$ cat config.mk
export PLATFORM = sky130hd
export DESIGN_NAME = mux_rr_stream_flat
export DESIGN_NICKNAME = d
export VERILOG_FILES = /design/src/rtl/mux_rr_stream_if.sv /design/src/rtl/mux_rr_stream.sv /design/src/flat_wrapper.sv
export SDC_FILE = /design/constraint.sdc
export NUM_CORES = 1
export LEC_CHECK = 0
export CORE_MARGIN = 1
export CORE_UTILIZATION = 42
export CTS_BUF_LIST = sky130_fd_sc_hd__clkbuf_4
export DETAILED_ROUTE_END_ITERATION = 10
export PLACE_DENSITY = 0.82
export SLEW_MARGIN = 20
export SYNTH_ARGS = -nofsm -noshare
export SYNTH_HDL_FRONTEND = slang
export SYNTH_SLANG_ARGS = --single-unit
$ cat constraint.sdc
create_clock -name clk -period 2.1 [get_ports clk]
set_input_delay 0.42 -clock clk [delete_from_list [all_inputs] [get_ports clk]]
set_output_delay 0.42 -clock clk [all_outputs]
set_load 0.01 [all_outputs]
$ cat src/rtl/mux_rr_stream_if.sv
// Bundle for the N:1 packet stream mux: per-channel input streams, mode
// controls, and the single registered output stream.
interface mux_rr_stream_if #(
  parameter int unsigned bw_in = 4,
  parameter int unsigned n_ch  = 4,
  parameter int unsigned sel_w = $clog2(n_ch)
);
  logic                     mode;
  logic [sel_w-1:0]         fix_sel;
  logic [n_ch-1:0]          in_valid;
  logic [n_ch*bw_in-1:0]    in_data;
  logic [n_ch-1:0]          in_last;
  logic [n_ch-1:0]          in_ready;
  logic                     out_valid;
  logic [bw_in-1:0]         out_data;
  logic                     out_last;
  logic [sel_w-1:0]         out_sel;
  logic                     out_ready;
  logic                     busy;

  // Driven by sources/consumer around the mux.
  modport master (
    output mode, fix_sel, in_valid, in_data, in_last, out_ready,
    input  in_ready, out_valid, out_data, out_last, out_sel, busy
  );

  // The mux itself.
  modport slave (
    input  mode, fix_sel, in_valid, in_data, in_last, out_ready,
    output in_ready, out_valid, out_data, out_last, out_sel, busy
  );
endinterface

$ cat src/rtl/mux_rr_stream.sv
// N-channel to 1 packet stream multiplexer: grants one channel per packet
// (round-robin or fixed select) and forwards beats through one output register.
module mux_rr_stream #(
  parameter int unsigned bw_in = 4,
  parameter int unsigned n_ch  = 4
) (
  input  logic           clk,
  input  logic           rst,
  mux_rr_stream_if.slave bus
);
  localparam int unsigned sel_w = $clog2(n_ch);
  localparam int unsigned pad_w = 1 << sel_w;

  typedef enum logic {IDLE, LOCK} state_t;

  state_t             state;
  logic [sel_w-1:0]   grant;
  logic [sel_w-1:0]   last_grant;
  logic [sel_w-1:0]   rr_idx;
  logic [sel_w-1:0]   cand;
  logic [sel_w-1:0]   sel_idx;
  logic               rr_hit;
  logic               sel_hit;
  logic               accept;
  logic [pad_w-1:0]   ch_valid;
  logic [pad_w-1:0]   ch_last;
  logic [pad_w-1:0]   rdy;
  logic [bw_in-1:0]   ch_data [pad_w];

  logic               out_valid_q;
  logic [bw_in-1:0]   out_data_q;
  logic               out_last_q;
  logic [sel_w-1:0]   out_sel_q;

  // Pad channel views to a power of two so any index (incl. out-of-range
  // fix_sel) reads a non-requesting channel.
  for (genvar k = 0; k < pad_w; k++) begin : g_ch
    if (k < n_ch) begin : g_used
      assign ch_valid[k] = bus.in_valid[k];
      assign ch_last[k]  = bus.in_last[k];
      assign ch_data[k]  = bus.in_data[k*bw_in +: bw_in];
    end else begin : g_pad
      assign ch_valid[k] = 1'b0;
      assign ch_last[k]  = 1'b0;
      assign ch_data[k]  = '0;
    end
  end

  // Round-robin search; last iteration is closest after last_grant and wins.
  always_comb begin
    rr_hit = 1'b0;
    rr_idx = '0;
    cand   = '0;
    for (int i = 0; i < int'(n_ch); i++) begin
      cand = sel_w'((int'(last_grant) + int'(n_ch) - i) % int'(n_ch));
      if (ch_valid[cand]) begin
        rr_hit = 1'b1;
        rr_idx = cand;
      end
    end
  end

  always_comb begin
    sel_hit = bus.mode ? ch_valid[bus.fix_sel] : rr_hit;
    sel_idx = bus.mode ? bus.fix_sel : rr_idx;
  end

  always_comb begin
    rdy = '0;
    if (state == LOCK) rdy[grant] = ~out_valid_q | bus.out_ready;
  end

  assign accept = (state == LOCK) & ch_valid[grant] & rdy[grant];

  always_ff @(posedge clk or posedge rst) begin
    if (rst) begin
      state       <= IDLE;
      grant       <= '0;
      last_grant  <= sel_w'(n_ch - 1);
      out_valid_q <= 1'b0;
      out_data_q  <= '0;
      out_last_q  <= 1'b0;
      out_sel_q   <= '0;
    end else begin
      case (state)
        IDLE: begin
          if (sel_hit) begin
            grant <= sel_idx;
            state <= LOCK;
          end
        end
        LOCK: begin
          if (accept && ch_last[grant]) begin
            last_grant <= grant;
            state      <= IDLE;
          end
        end
        default: state <= IDLE;
      endcase

      // Output stage: load on accept, drain on downstream take, else hold.
      if (accept) begin
        out_valid_q <= 1'b1;
        out_data_q  <= ch_data[grant];
        out_last_q  <= ch_last[grant];
        out_sel_q   <= grant;
      end else if (out_valid_q && bus.out_ready) begin
        out_valid_q <= 1'b0;
      end
    end
  end

  assign bus.in_ready  = rdy[n_ch-1:0];
  assign bus.out_valid = out_valid_q;
  assign bus.out_data  = out_data_q;
  assign bus.out_last  = out_last_q;
  assign bus.out_sel   = out_sel_q;
  assign bus.busy      = (state == LOCK);
endmodule

$ cat src/flat_wrapper.sv
// flat-port wrapper written by rule: the top's interface ports become plain ports
module mux_rr_stream_flat 
#(
  parameter int unsigned bw_in = 4,
  parameter int unsigned n_ch  = 4
)
  (clk, rst, bus_mode, bus_fix_sel, bus_in_valid, bus_in_data, bus_in_last, bus_out_ready, bus_in_ready, bus_out_valid, bus_out_data, bus_out_last, bus_out_sel, bus_busy);
  mux_rr_stream_if #(.bw_in(bw_in), .n_ch(n_ch)) bus_i ();
  input  logic clk;
  input  logic rst;
  input wire logic [$bits(bus_i.mode)-1:0] bus_mode;
  input wire logic [$bits(bus_i.fix_sel)-1:0] bus_fix_sel;
  input wire logic [$bits(bus_i.in_valid)-1:0] bus_in_valid;
  input wire logic [$bits(bus_i.in_data)-1:0] bus_in_data;
  input wire logic [$bits(bus_i.in_last)-1:0] bus_in_last;
  input wire logic [$bits(bus_i.out_ready)-1:0] bus_out_ready;
  output wire logic [$bits(bus_i.in_ready)-1:0] bus_in_ready;
  output wire logic [$bits(bus_i.out_valid)-1:0] bus_out_valid;
  output wire logic [$bits(bus_i.out_data)-1:0] bus_out_data;
  output wire logic [$bits(bus_i.out_last)-1:0] bus_out_last;
  output wire logic [$bits(bus_i.out_sel)-1:0] bus_out_sel;
  output wire logic [$bits(bus_i.busy)-1:0] bus_busy;
  assign bus_i.mode = bus_mode;
  assign bus_i.fix_sel = bus_fix_sel;
  assign bus_i.in_valid = bus_in_valid;
  assign bus_i.in_data = bus_in_data;
  assign bus_i.in_last = bus_in_last;
  assign bus_i.out_ready = bus_out_ready;
  assign bus_in_ready = bus_i.in_ready;
  assign bus_out_valid = bus_i.out_valid;
  assign bus_out_data = bus_i.out_data;
  assign bus_out_last = bus_i.out_last;
  assign bus_out_sel = bus_i.out_sel;
  assign bus_busy = bus_i.busy;
  mux_rr_stream #(.bw_in(bw_in), .n_ch(n_ch)) u_core (.clk(clk), .rst(rst), .bus(bus_i));
endmodule
# Yosys cells after proc, flatten, opt, wreduce, memory -nomap -nowiden

Index checks and enable logic that the tools add are counted.

Output and inout port bits: 13
Bits in registers: 13

Add/sub/neg operators: 4
Mux-type cells: 37
Reductions and logical operators: 6
Magnitude comparators: 8
Bitwise logic cells: 7

Operator list:

| cell                | number |
|---|---|
| $lt 2x3->1 const B  | 6 |
| $mux 1              | 18 |
| $bmux 1 s2          | 8 |
| $mux 4              | 3 |
| $mux 2              | 5 |
| $bmux 4 s2          | 1 |
| $and 4x4->4         | 1 |
| $reduce_and 2->1    | 2 |
| $sub 2x2->2 const B | 2 |
| $ge 3x3->1 const B  | 1 |
| $logic_and 1x1->1   | 3 |
| $not 2->3           | 1 |
| $add 2x1->2 const B | 1 |
| $and 1x1->1         | 2 |
| $demux 1 s2         | 1 |
| $ge 2x1->1 const B  | 1 |
| $not 1->1           | 2 |
| $pmux 1 s2          | 1 |
| $reduce_bool 2->1   | 1 |
| $sub 2x1->2 const B | 1 |
| $or 1x1->1          | 1 |

# Depth between registers and ports, before layout

Depth in word-level cells: 12
Gate-level depth with buffers: 4

# Worst setup path after synthesis

Ideal clock, no wire load.

Path type: input to register
Start point: in bus_in_valid[3]
End point: reg u_core.out_sel_q[1], in the netlist u_core.bus.out_sel[1]
Stages on the path: 3
Library setup time: 0.125 ns
Arrival time: 1.393 ns
Data required time: 1.975 ns
Slack: 0.582 ns
Path through: mux4_2 nand3_4 mux2_4

Longest elaborated chain between the ends: 4

Ends and longest elaborated chain:

| what                         | line                 | text |
|---|---|---|
| from (decl)                  | flat_wrapper.sv:13   | `input wire logic [$bits(bus_i.in_valid)-1:0] bus_in_valid;` |
| $bmux 1 s2                   | mux_rr_stream.sv:73  | `assign accept = (state == LOCK) & ch_valid[grant] & rdy[grant];` |
| $mux 1 (implied by the code) | mux_rr_stream.sv:73  |  |
| $and 1x1->1 (2 in a row)     | mux_rr_stream.sv:73  |  |
| to (signal assigned)         | mux_rr_stream.sv:106 | `out_sel_q <= grant;` |
| to (decl)                    | mux_rr_stream.sv:33  | `logic [sel_w-1:0] out_sel_q;` |

No other way between the ends. The select of a mux whose other input is x is not followed.
A chain may end at the register's enable or synchronous reset.

# Final worst setup path

Start point: in bus_out_ready
End point: out bus_in_ready[0]

Longest elaborated chain between the ends: 3

Ends and longest elaborated chain:

| what                  | line                | text |
|---|---|---|
| from (decl)           | flat_wrapper.sv:16  | `input wire logic [$bits(bus_i.out_ready)-1:0] bus_out_ready;` |
| $or 1x1->1            | mux_rr_stream.sv:70 | `if (state == LOCK) rdy[grant] = ~out_valid_q \| bus.out_ready;` |
| $and 4x4->4 (no line) | n/a                 |  |
| $mux 4                | mux_rr_stream.sv:70 |  |
| to (decl)             | flat_wrapper.sv:17  | `output wire logic [$bits(bus_i.in_ready)-1:0] bus_in_ready;` |

No other way between the ends.

==> results.toml <==
[pwr]
leakagePower_nw = 0.623
total_power_w = 0.00173
switching_share = 0.356
p_switching_w = 0.000616
power_frac_seq = 0.313
power.share.combinational = 0.590
p_int_w = 0.00112
p_per_area_nw_per_um2 = 1200
ir_drop_uv = 572
clock_power_share = 0.098

[drt]
final_antenna_net_count = 0
drtIter0Drc = 6
wire_per_inst_um = 15.2
vias = 848
first_pass_iters = 4
drc = 0
routed_wl_um = 2380
vias_per_cell = 5.44

[global_route]
grt_pass1_vias = 786
grt_max_degree = 14
antenna_found_initial = 0
gr-usage-all-layers = 0.220
grt_pass1_wl_um = 3410
gr-total-overflow = 0

[floorplan]
die_x_um = 48.2
num_rows = 16
dieArea_um2 = 2320
pin_count = 43
initial_utilization = 0.452
fp.coreArea_um2 = 1980
die-height_um = 48.2

[synth]
ys.warnings.count = 0
async_reset_ff_frac = 1.00
ys_top_cells_by_area = "dfrtp_1 (31%), mux4_1 (15%), mux2_4 (8.4%), dfstp_2 (5.9%), mux4_2 (5.0%)"
synthCells = 74
yosysTopAreaCell = "dfrtp_1"
synth_area_um2 = 896
synth_top_area_frac = 0.307
synth_nets = 104
synth_flop_cell = "dfrtp_1"
syn_area_per_cell_um2 = 12.1
synth_commonest_cells = "dfrtp_1 (11), nand2_1 (7), mux2_4 (5), mux4_1 (5)"
synth_edf_count = 0
synth_seq_area_share = 0.366
ys_ff_latch = 13
synth_most_common_cell = "dfrtp_1"
synth_cell_types = 32

[clock_network]
clk_latency_ns = 0.27
max-clock-path-buffers = 2
cts-root-buf = "clkbuf_4"
clk_pin_slew_ns = 0.09
cts_max_level = 1
clkSinkCount = 13
cts_tree = "built"
numCtsBuffers = 3

[setup_path]
crit_required_ns = 1.68
arrival_ns = 1.62
worst_setup_path_start_kind = "input port"
endpoint_kind = "output port"
critPathKind = "input port to output port"
critPathMaxFanout = 4

[timing]
timing.final.crit_period_ns = 2.04
tightest_slew_ns = 0.502
holdWs_ns = 0.464
max_freq_mhz = 490
rsz0062_at_grt = "no"
clock_skew_ns = 0.00604
maxSlewHeadroom = 0.665
min_period_over_period = 0.971
slew_violations = 0
hold_violations = 0
setup_viol = 0

[worst_hold_path]
holdCritPathClass = "input port to asynchronous set/reset pin"

[cells_and_area]
antenna_cells = 0
layout-drive-gt1-share = 0.264
area_growth_pct = 60.6
fillers = 134
seqCellArea_um2 = 328
fin_nets = 160
multi_input_area_um2 = 543

[placement]
numPortBuffers = 42
place.gp.congestion = 0.784
hpwl_um = 1920

[run]
maxCapViolCount = 0

[run_status]
status = "finished clean"
[area by class of cell]
class / instances / area share
Timing Repair Buffer: 53 / 0.340
Sequential cell: 13 / 0.228
Tap cell: 27 / 0.0235
Multi-Input combinational cell: 55 / 0.377
Clock buffer: 4 / 0.0209
Inverter: 4 / 0.0104
[routing by layer]
layer  global-route usage  wire length [µm]  vias up
met3               0.0296               103        8
met4                0.111                62        0
met2                0.408              1190       36
li1                     -                 -      403
met5                    0                 0        -
met1                0.242              1020      401
[sequential cells by signal, summed over array words and instances (netlist names)]
register              flops
u_core.bus.out_data       4
u_core.bus.out_sel        2
u_core.grant              2
u_core.last_grant         2
u_core.bus.busy           1
u_core.bus.out_last       1
u_core.bus.out_valid      1
[critical path, cell delays in order]
cell	delay, ns
clkdlybuf4s50_1	0.40
nand2b_1	0.18
and2_2	0.23
nor3b_2	0.15
clkdlybuf4s15_2	0.24
[per-stage QoR]
stage	cell area [µm²]	setup TNS [ns]	std cells	setup WS (ns)	utilization
after floorplan	896	0	74	0.582	-
final	1440	0	156	0.0603	0.726
after global routing	1440	0	156	0.0127	0.726
after CTS	1450	0	156	0.0103	0.732
after detailed placement	1420	-0.868	152	-0.272	0.715
after global placement	1420	-0.640	152	-0.192	0.715
[worst paths after layout]
| kind | slack (ns) | to | cells past startpoint | start |
|---|---|---|---|---|
| setup / recovery | 0.06 | bus_in_ready[0] | 5 | bus_out_ready |
| hold / removal | 0.46 | u_core.bus.out_sel[0] | 2 | rst |
| setup reg to reg | 0.20 | u_core.bus.out_data[0] | 3 | u_core.grant[0] |
| min in group clk | 0.48 | u_core.bus.out_last | 2 | u_core.bus.out_last |
| max in group asynchronous | 1.27 | u_core.last_grant[0] | 2 | rst |
| hold reg to reg | 0.48 | u_core.bus.out_last | 2 | u_core.bus.out_last |
[logic make-up (layout without fill, tap and decap cells)]
group / after synthesis / in the layout / share of synthesized area
mux: 14 / 14 / 0.306
compound gates: 16 / 16 / 0.127
buf+inv: 6 / 61 / 0.0335
simple gates: 25 / 25 / 0.168
flops: 13 / 13 / 0.366
[power by group through the flow]
stage / sequential [W] / clock (W) / combinational, W
floorplan: 0.000531 / 0 / 0.000591
global placement: 0.000534 / 0 / 0.00102
detailed placement: 0.000547 / 0 / 0.00104
CTS: 0.000542 / 0.000170 / 0.00103
global route: 0.000564 / 0.000184 / 0.00111
finish: 0.000542 / 0.000169 / 0.00102
[cell usage in the layout, fill, tap and decap left out, types with 2 or more instances in the layout]
cell             netlist  routed
clkdlybuf4s50_1        0      38
buf_4                  0      11
dfrtp_1               11      11
nand2_1                7       7
mux4_1                 5       5
mux2_4                 5       5
nor2_1                 4       4
inv_1                  4       4
clkbuf_4               0       4
nand2b_1               3       3
o21ai_0                3       3
clkbuf_2               0       3
mux4_2                 2       2
mux2_1                 2       2
a2bb2oi_1              2       2
a31oi_1                2       2
o31a_1                 2       2
a21oi_1                2       2
dfstp_2                2       2
[repair_timing]
action	CTS	global route
cloned	0	0
setup buffers	0	0
endpoints found under the setup margin	4	3
hold buffers	0	0
gates resized for setup	7	6
No activity file was read; power rests on OpenSTA's default activity.
